$ cat config.mk
export PLATFORM = sky130hd
export DESIGN_NAME = seq_mult_display
export DESIGN_NICKNAME = d
export VERILOG_FILES = /design/src/rtl/seq_mult_display_pkg.sv /design/src/rtl/seq_mult_display_mult.sv /design/src/rtl/seq_mult_display.sv
export SDC_FILE = /design/constraint.sdc
export NUM_CORES = 1
export LEC_CHECK = 0
export BUFFER_PORTS_ARGS = -buffer_cell sky130_fd_sc_hd__buf_4
export CAP_MARGIN = 5
export CORE_MARGIN = 3
export CORE_UTILIZATION = 59
export CTS_CLUSTER_SIZE = 16
export DETAILED_ROUTE_END_ITERATION = 12
export PLACE_DENSITY = 0.9
export SLEW_MARGIN = 10
export SYNTH_ARGS = -nofsm -noshare
export SYNTH_HDL_FRONTEND = slang
export SYNTH_SLANG_ARGS = --single-unit
$ cat constraint.sdc
create_clock -name clk -period 2.4 [get_ports clk]
set_input_delay 0.36 -clock clk [delete_from_list [all_inputs] [get_ports clk]]
set_output_delay 0.36 -clock clk [all_outputs]
set_load 0.02 [all_outputs]
$ cat src/rtl/seq_mult_display_pkg.sv
// Shared types, sizing helpers and seven-segment table for the sequential
// multiplier display.
package seq_mult_display_pkg;

    typedef enum logic [1:0] {
        ST_IDLE,
        ST_CALC,
        ST_DONE
    } mult_state_e;

    function automatic int unsigned num_digits(input int unsigned width);
        return (2 * width + 3) / 4;
    endfunction

    function automatic int unsigned scan_cnt_w(input int unsigned scan_count);
        return $clog2(scan_count + 1);
    endfunction

    function automatic int unsigned step_cnt_w(input int unsigned width);
        return $clog2(width + 1);
    endfunction

    function automatic int unsigned digit_idx_w(input int unsigned digits);
        return (digits > 1) ? $clog2(digits) : 1;
    endfunction

    // Active-high segments, bit order {g,f,e,d,c,b,a}; entry 15 first.
    localparam logic [15:0][6:0] SEG7_TABLE = {
        7'h71, 7'h79, 7'h5E, 7'h39, 7'h7C, 7'h77, 7'h6F, 7'h7F,
        7'h07, 7'h7D, 7'h6D, 7'h66, 7'h4F, 7'h5B, 7'h06, 7'h3F
    };

    function automatic logic [6:0] seg7_encode(input logic [3:0] nibble);
        return SEG7_TABLE[nibble];
    endfunction

endpackage

$ cat src/rtl/seq_mult_display_mult.sv
// Shift-add multiplier: IDLE -> CALC (WIDTH cycles) -> DONE (one cycle,
// valid pulse) -> IDLE.
module seq_shift_add_mult
    import seq_mult_display_pkg::*;
#(
    parameter int unsigned WIDTH = 4
) (
    input  logic               clk,
    input  logic               reset_n,
    input  logic               start_i,
    input  logic [WIDTH-1:0]   factor_a_i,
    input  logic [WIDTH-1:0]   factor_b_i,
    output logic [2*WIDTH-1:0] product_o,
    output logic               busy_o,
    output logic               valid_o
);

    localparam int unsigned STEP_W = step_cnt_w(WIDTH);

    mult_state_e        state_q, state_d;
    logic [2*WIDTH-1:0] mcand_q, mcand_d;
    logic [WIDTH-1:0]   mplier_q, mplier_d;
    logic [2*WIDTH-1:0] acc_q, acc_d;
    logic [STEP_W-1:0]  step_q, step_d;

    always_ff @(posedge clk or negedge reset_n) begin
        if (!reset_n) begin
            state_q  <= ST_IDLE;
            mcand_q  <= '0;
            mplier_q <= '0;
            acc_q    <= '0;
            step_q   <= '0;
        end else begin
            state_q  <= state_d;
            mcand_q  <= mcand_d;
            mplier_q <= mplier_d;
            acc_q    <= acc_d;
            step_q   <= step_d;
        end
    end

    always_comb begin
        state_d  = state_q;
        mcand_d  = mcand_q;
        mplier_d = mplier_q;
        acc_d    = acc_q;
        step_d   = step_q;
        case (state_q)
            ST_IDLE: begin
                if (start_i) begin
                    mcand_d  = {{WIDTH{1'b0}}, factor_a_i};
                    mplier_d = factor_b_i;
                    acc_d    = '0;
                    step_d   = '0;
                    state_d  = ST_CALC;
                end
            end
            ST_CALC: begin
                if (mplier_q[0]) begin
                    acc_d = acc_q + mcand_q;
                end
                mcand_d  = mcand_q << 1;
                mplier_d = mplier_q >> 1;
                step_d   = step_q + 1'b1;
                if (step_q == STEP_W'(WIDTH - 1)) begin
                    state_d = ST_DONE;
                end
            end
            ST_DONE: state_d = ST_IDLE;
            default: state_d = ST_IDLE;
        endcase
    end

    assign product_o = acc_q;
    assign busy_o    = (state_q == ST_CALC);
    assign valid_o   = (state_q == ST_DONE);

endmodule

$ cat src/rtl/seq_mult_display.sv
// Multiplies two factors once per display frame and scans the committed
// product as hex digits on a shared seven-segment output.
module seq_mult_display
    import seq_mult_display_pkg::*;
#(
    parameter  int unsigned WIDTH      = 4,
    parameter  int unsigned SCAN_COUNT = 1250,
    localparam int unsigned NUM_DIGITS = num_digits(WIDTH)
) (
    input  logic                  clk,
    input  logic                  reset_n,
    input  logic [WIDTH-1:0]      i_factor_a,
    input  logic [WIDTH-1:0]      i_factor_b,
    input  logic                  i_hold,
    output logic [6:0]            o_segments,
    output logic [NUM_DIGITS-1:0] o_digit_sel,
    output logic                  o_busy,
    output logic                  o_valid
);

    localparam int unsigned CNT_W = scan_cnt_w(SCAN_COUNT);
    localparam int unsigned IDX_W = digit_idx_w(NUM_DIGITS);
    localparam int unsigned PAD_W = 4 * NUM_DIGITS;

    logic [CNT_W-1:0]      scan_cnt_q, scan_cnt_d;
    logic [IDX_W-1:0]      digit_idx_q, digit_idx_d;
    logic [2*WIDTH-1:0]    product_q, product_d;
    logic [3:0]            digit_q, digit_d;
    logic [NUM_DIGITS-1:0] sel_q, sel_d;

    logic                  scan_wrap;
    logic                  last_digit;
    logic                  frame_end;
    logic                  mult_start;
    logic                  mult_valid;
    logic [2*WIDTH-1:0]    mult_acc;
    logic [PAD_W-1:0]      product_pad;

    seq_shift_add_mult #(
        .WIDTH (WIDTH)
    ) u_mult (
        .clk        (clk),
        .reset_n    (reset_n),
        .start_i    (mult_start),
        .factor_a_i (i_factor_a),
        .factor_b_i (i_factor_b),
        .product_o  (mult_acc),
        .busy_o     (o_busy),
        .valid_o    (mult_valid)
    );

    always_ff @(posedge clk or negedge reset_n) begin
        if (!reset_n) begin
            scan_cnt_q  <= '0;
            digit_idx_q <= '0;
            product_q   <= '0;
            digit_q     <= '0;
            sel_q       <= NUM_DIGITS'(1);
        end else begin
            scan_cnt_q  <= scan_cnt_d;
            digit_idx_q <= digit_idx_d;
            product_q   <= product_d;
            digit_q     <= digit_d;
            sel_q       <= sel_d;
        end
    end

    assign product_pad = PAD_W'(product_q);

    always_comb begin
        scan_wrap   = (scan_cnt_q == CNT_W'(SCAN_COUNT));
        last_digit  = (digit_idx_q == IDX_W'(NUM_DIGITS - 1));
        frame_end   = scan_wrap && last_digit;
        mult_start  = frame_end && !i_hold;

        scan_cnt_d  = scan_wrap ? '0 : scan_cnt_q + 1'b1;
        digit_idx_d = digit_idx_q;
        if (scan_wrap) begin
            digit_idx_d = last_digit ? '0 : digit_idx_q + 1'b1;
        end

        product_d   = mult_valid ? mult_acc : product_q;
        // Digit and select are both registered from the same index so they
        // change on the same edge.
        digit_d     = product_pad[{digit_idx_q, 2'b00} +: 4];
        sel_d       = NUM_DIGITS'(1) << digit_idx_q;
    end

    assign o_segments  = seg7_encode(digit_q);
    assign o_digit_sel = sel_q;
    assign o_valid     = mult_valid;

endmodule
==> run metrics <==
Filler cells 302; core area 4200 sq um; pin count of the biggest net entering global routing 52; DRC viols 0; CTS Sinks 51; Sw Pwr 302 uW; grt total ovfl 0; Hold Fails Final Rpt 0; Initial DRC Count 76; Clock Pin Slew Worst Setup and Hold Paths 0.09 ns; gpl congestion 0.759; chip height 73.6 um; Crit. End Element primary output; post-route clock period utilization 90.9%; most frequent cell after synthesis dfrtp_1; routed vias/inst 5.75; Cells after Synth 247; Yosys top cell by area dfrtp_1; clock share of power between 30% and 40%; Synth top area share 46.4%; Placed Cells around 310; Seq pwr share 61.0%; main combinational cell family by area after synthesis simple AND/OR/NAND/NOR gates; Synth Area in Adders 9.09%; setup-violating endpoint count in the final report 0; IO Count 22; most common library cells after synthesis dfrtp_1 (50), nand2_1 (26), o21ai_0 (19); layout cell share with drive strength beyond 1 18.8%; Area Growth Syn to Fin 11.0%; Worst Hold Class input port to asynchronous set/reset pin; CP max FO 5; crit start category register; DR vias roughly 1800; leakage power roughly 1.4 nW; final core occ 71.3%; Critical Setup Path Class register to primary output; max-cap viol count 0; worst endpoint required time slightly above 2 ns; Mapped Nets between 200 and 300; Power Dens Cells approximately 470 nW/um^2; Routed WL 4840 um; antenna-violating nets left 0; root buffer cell clkbuf_8; First-pass DRT Iterations 4; post-synthesis mux area share 9.18%; synthesized area around 2700 sq um; RSZ-0062 raised after global routing false; FP Rows 23; Synth Area in Compound Gates 12.1%; syn_area_per_cell 10.9 sq um; Reg area 1280 sq um; status finished clean; initial antenna violation count 0; nets@finish 300; Post-DP HPWL 3520 um; Antenna diodes 0; Post-Layout Cell Count 321; total die area 5420 sq um; CTS Buf Count 5; H-tree Lvls 2; Post-CTS Hold Fix Bufs 0; TritonCTS clock tree yes; post-CTS setup buffer count 0; Arr. time, crit path 1.82 ns; Starting Density 64.2%; count of state elements after synthesis ~50; Total GRT Usage 20.7%; fraction of registers with async set/reset 100%; vias in the first global route 1813; Net Sw Frac around 21%; synth warn 0; Post-synth EDFFs 0; cell area after placement 2900 sq um; fin area between 2000 and 3000 sq um; Least-Margin Pin Slew between 0.6 and 0.7 ns; VDD IR-drop max 397 uV; clock skew roughly 0.0024 ns; post-synthesis sequential area ratio around 47%; Synth Area in Simple Gates roughly 14%; clk buf depth 2; wire per inst 15.1 um; post-CTS sizing 0; combinational fraction of design power 2.1%; Slew Viols, Final 0; Clk Latency, worst-skew pair just over 0.3 ns; internal power ~1.1 mW; multi-input combinational cell area 1330 sq um; Area contributors post-synth dfrtp_1 (46%), ha_1 (8.3%), mux2_2 (5.0%); first-pass GRT wire length between 8000 and 9000 um; Slew HR 59.9%; Setup TNS 0 ns; Post-Synth XOR/XNOR Area 4.54%; Top FF cell, synth dfrtp_1; FMAX 458 MHz; synth unique cells 42; Tmin final 2.18 ns; number of port buffers 21; Die X 73.6 um
-- layer usage --
metal  track usage [%]  part of all wire, %
met4              7.65                  1.8
met1              27.3                   46
met3              3.97                  3.9
met2              34.1                   48
met5                 0                    0
-- per-stage QoR --
stage / hold WS, ns / worst slack, ns / total power, mW
after global placement: 0.411 / 0.447 / 0.906
after CTS: 0.0743 / 0.200 / 1.42
final: 0.0536 / 0.218 / 1.41
after floorplan: 0.0644 / 0.570 / 0.877
after global routing: 0.0937 / 0.111 / 1.45
after detailed placement: 0.414 / 0.331 / 0.906
-- cell families after synthesis --
group           Yosys count
simple gates             71
compound gates           48
mux                      22
flops                    51
buf+inv                  22
xor+xnor                 14
fa+ha+maj                19
-- worst paths after layout --
kind	from	endpoint	slack, ns	cells past startpoint
setup / recovery	digit_q[1]	o_segments[3]	0.22	6
hold / removal	reset_n	u_mult.mplier_q[1]	0.05	1
setup reg to reg	scan_cnt_q[0]	u_mult.product_o[7]	0.32	7
hold reg to reg	u_mult.mplier_q[1]	u_mult.mplier_q[0]	0.49	2
max in group asynchronous	reset_n	u_mult.product_o[7]	1.95	1
min in group clk	i_factor_b[0]	u_mult.mplier_q[0]	0.33	3
-- final cells by class --
| class | instances | area share (%) |
|---|---|---|
| clock buffer | 7 | 2.88 |
| sequential | 51 | 42.6 |
| multi-input combinational | 174 | 44.3 |
| inverter | 14 | 1.75 |
| tap | 50 | 2.09 |
| clock inverter | 1 | 0.292 |
| timing repair buffer | 24 | 6.02 |
-- worst max-delay path, stage by stage (launching register included) --
cell	delay, ns
dfrtp_1	0.40
inv_1	0.12
ha_1	0.30
inv_1	0.05
mux4_2	0.45
inv_1	0.06
buf_4	0.13
-- cells in the final DEF (no fill, tap or decap), drive strengths merged, types with 9 or more instances in the layout --
cell type,n
ha,18
buf,24
nand2,27
nor2,12
dfrtp,50
mux2,12
xnor2,10
o21ai,19
inv,14
mux2i,9
-- state kept, by name, summed over array words and instances, names as in the netlist, 3 cells and up --
signal / cells
scan_cnt_q: 11
u_mult.step_q: 3
u_mult.mplier_q: 4
product_pad: 8
u_mult.mcand_q: 8
u_mult.product_o: 8
digit_q: 4
-- power groups by stage --
stage	logic [mW]	registers (mW)	clock network, mW
after floorplan	0.00117	0.876	0
after global placement	0.0302	0.876	0
after detailed placement	0.0305	0.876	0
after CTS	0.0305	0.859	0.531
after global routing	0.0334	0.859	0.556
final	0.0291	0.859	0.521
Note: power is estimated with default switching activity, not from simulation.
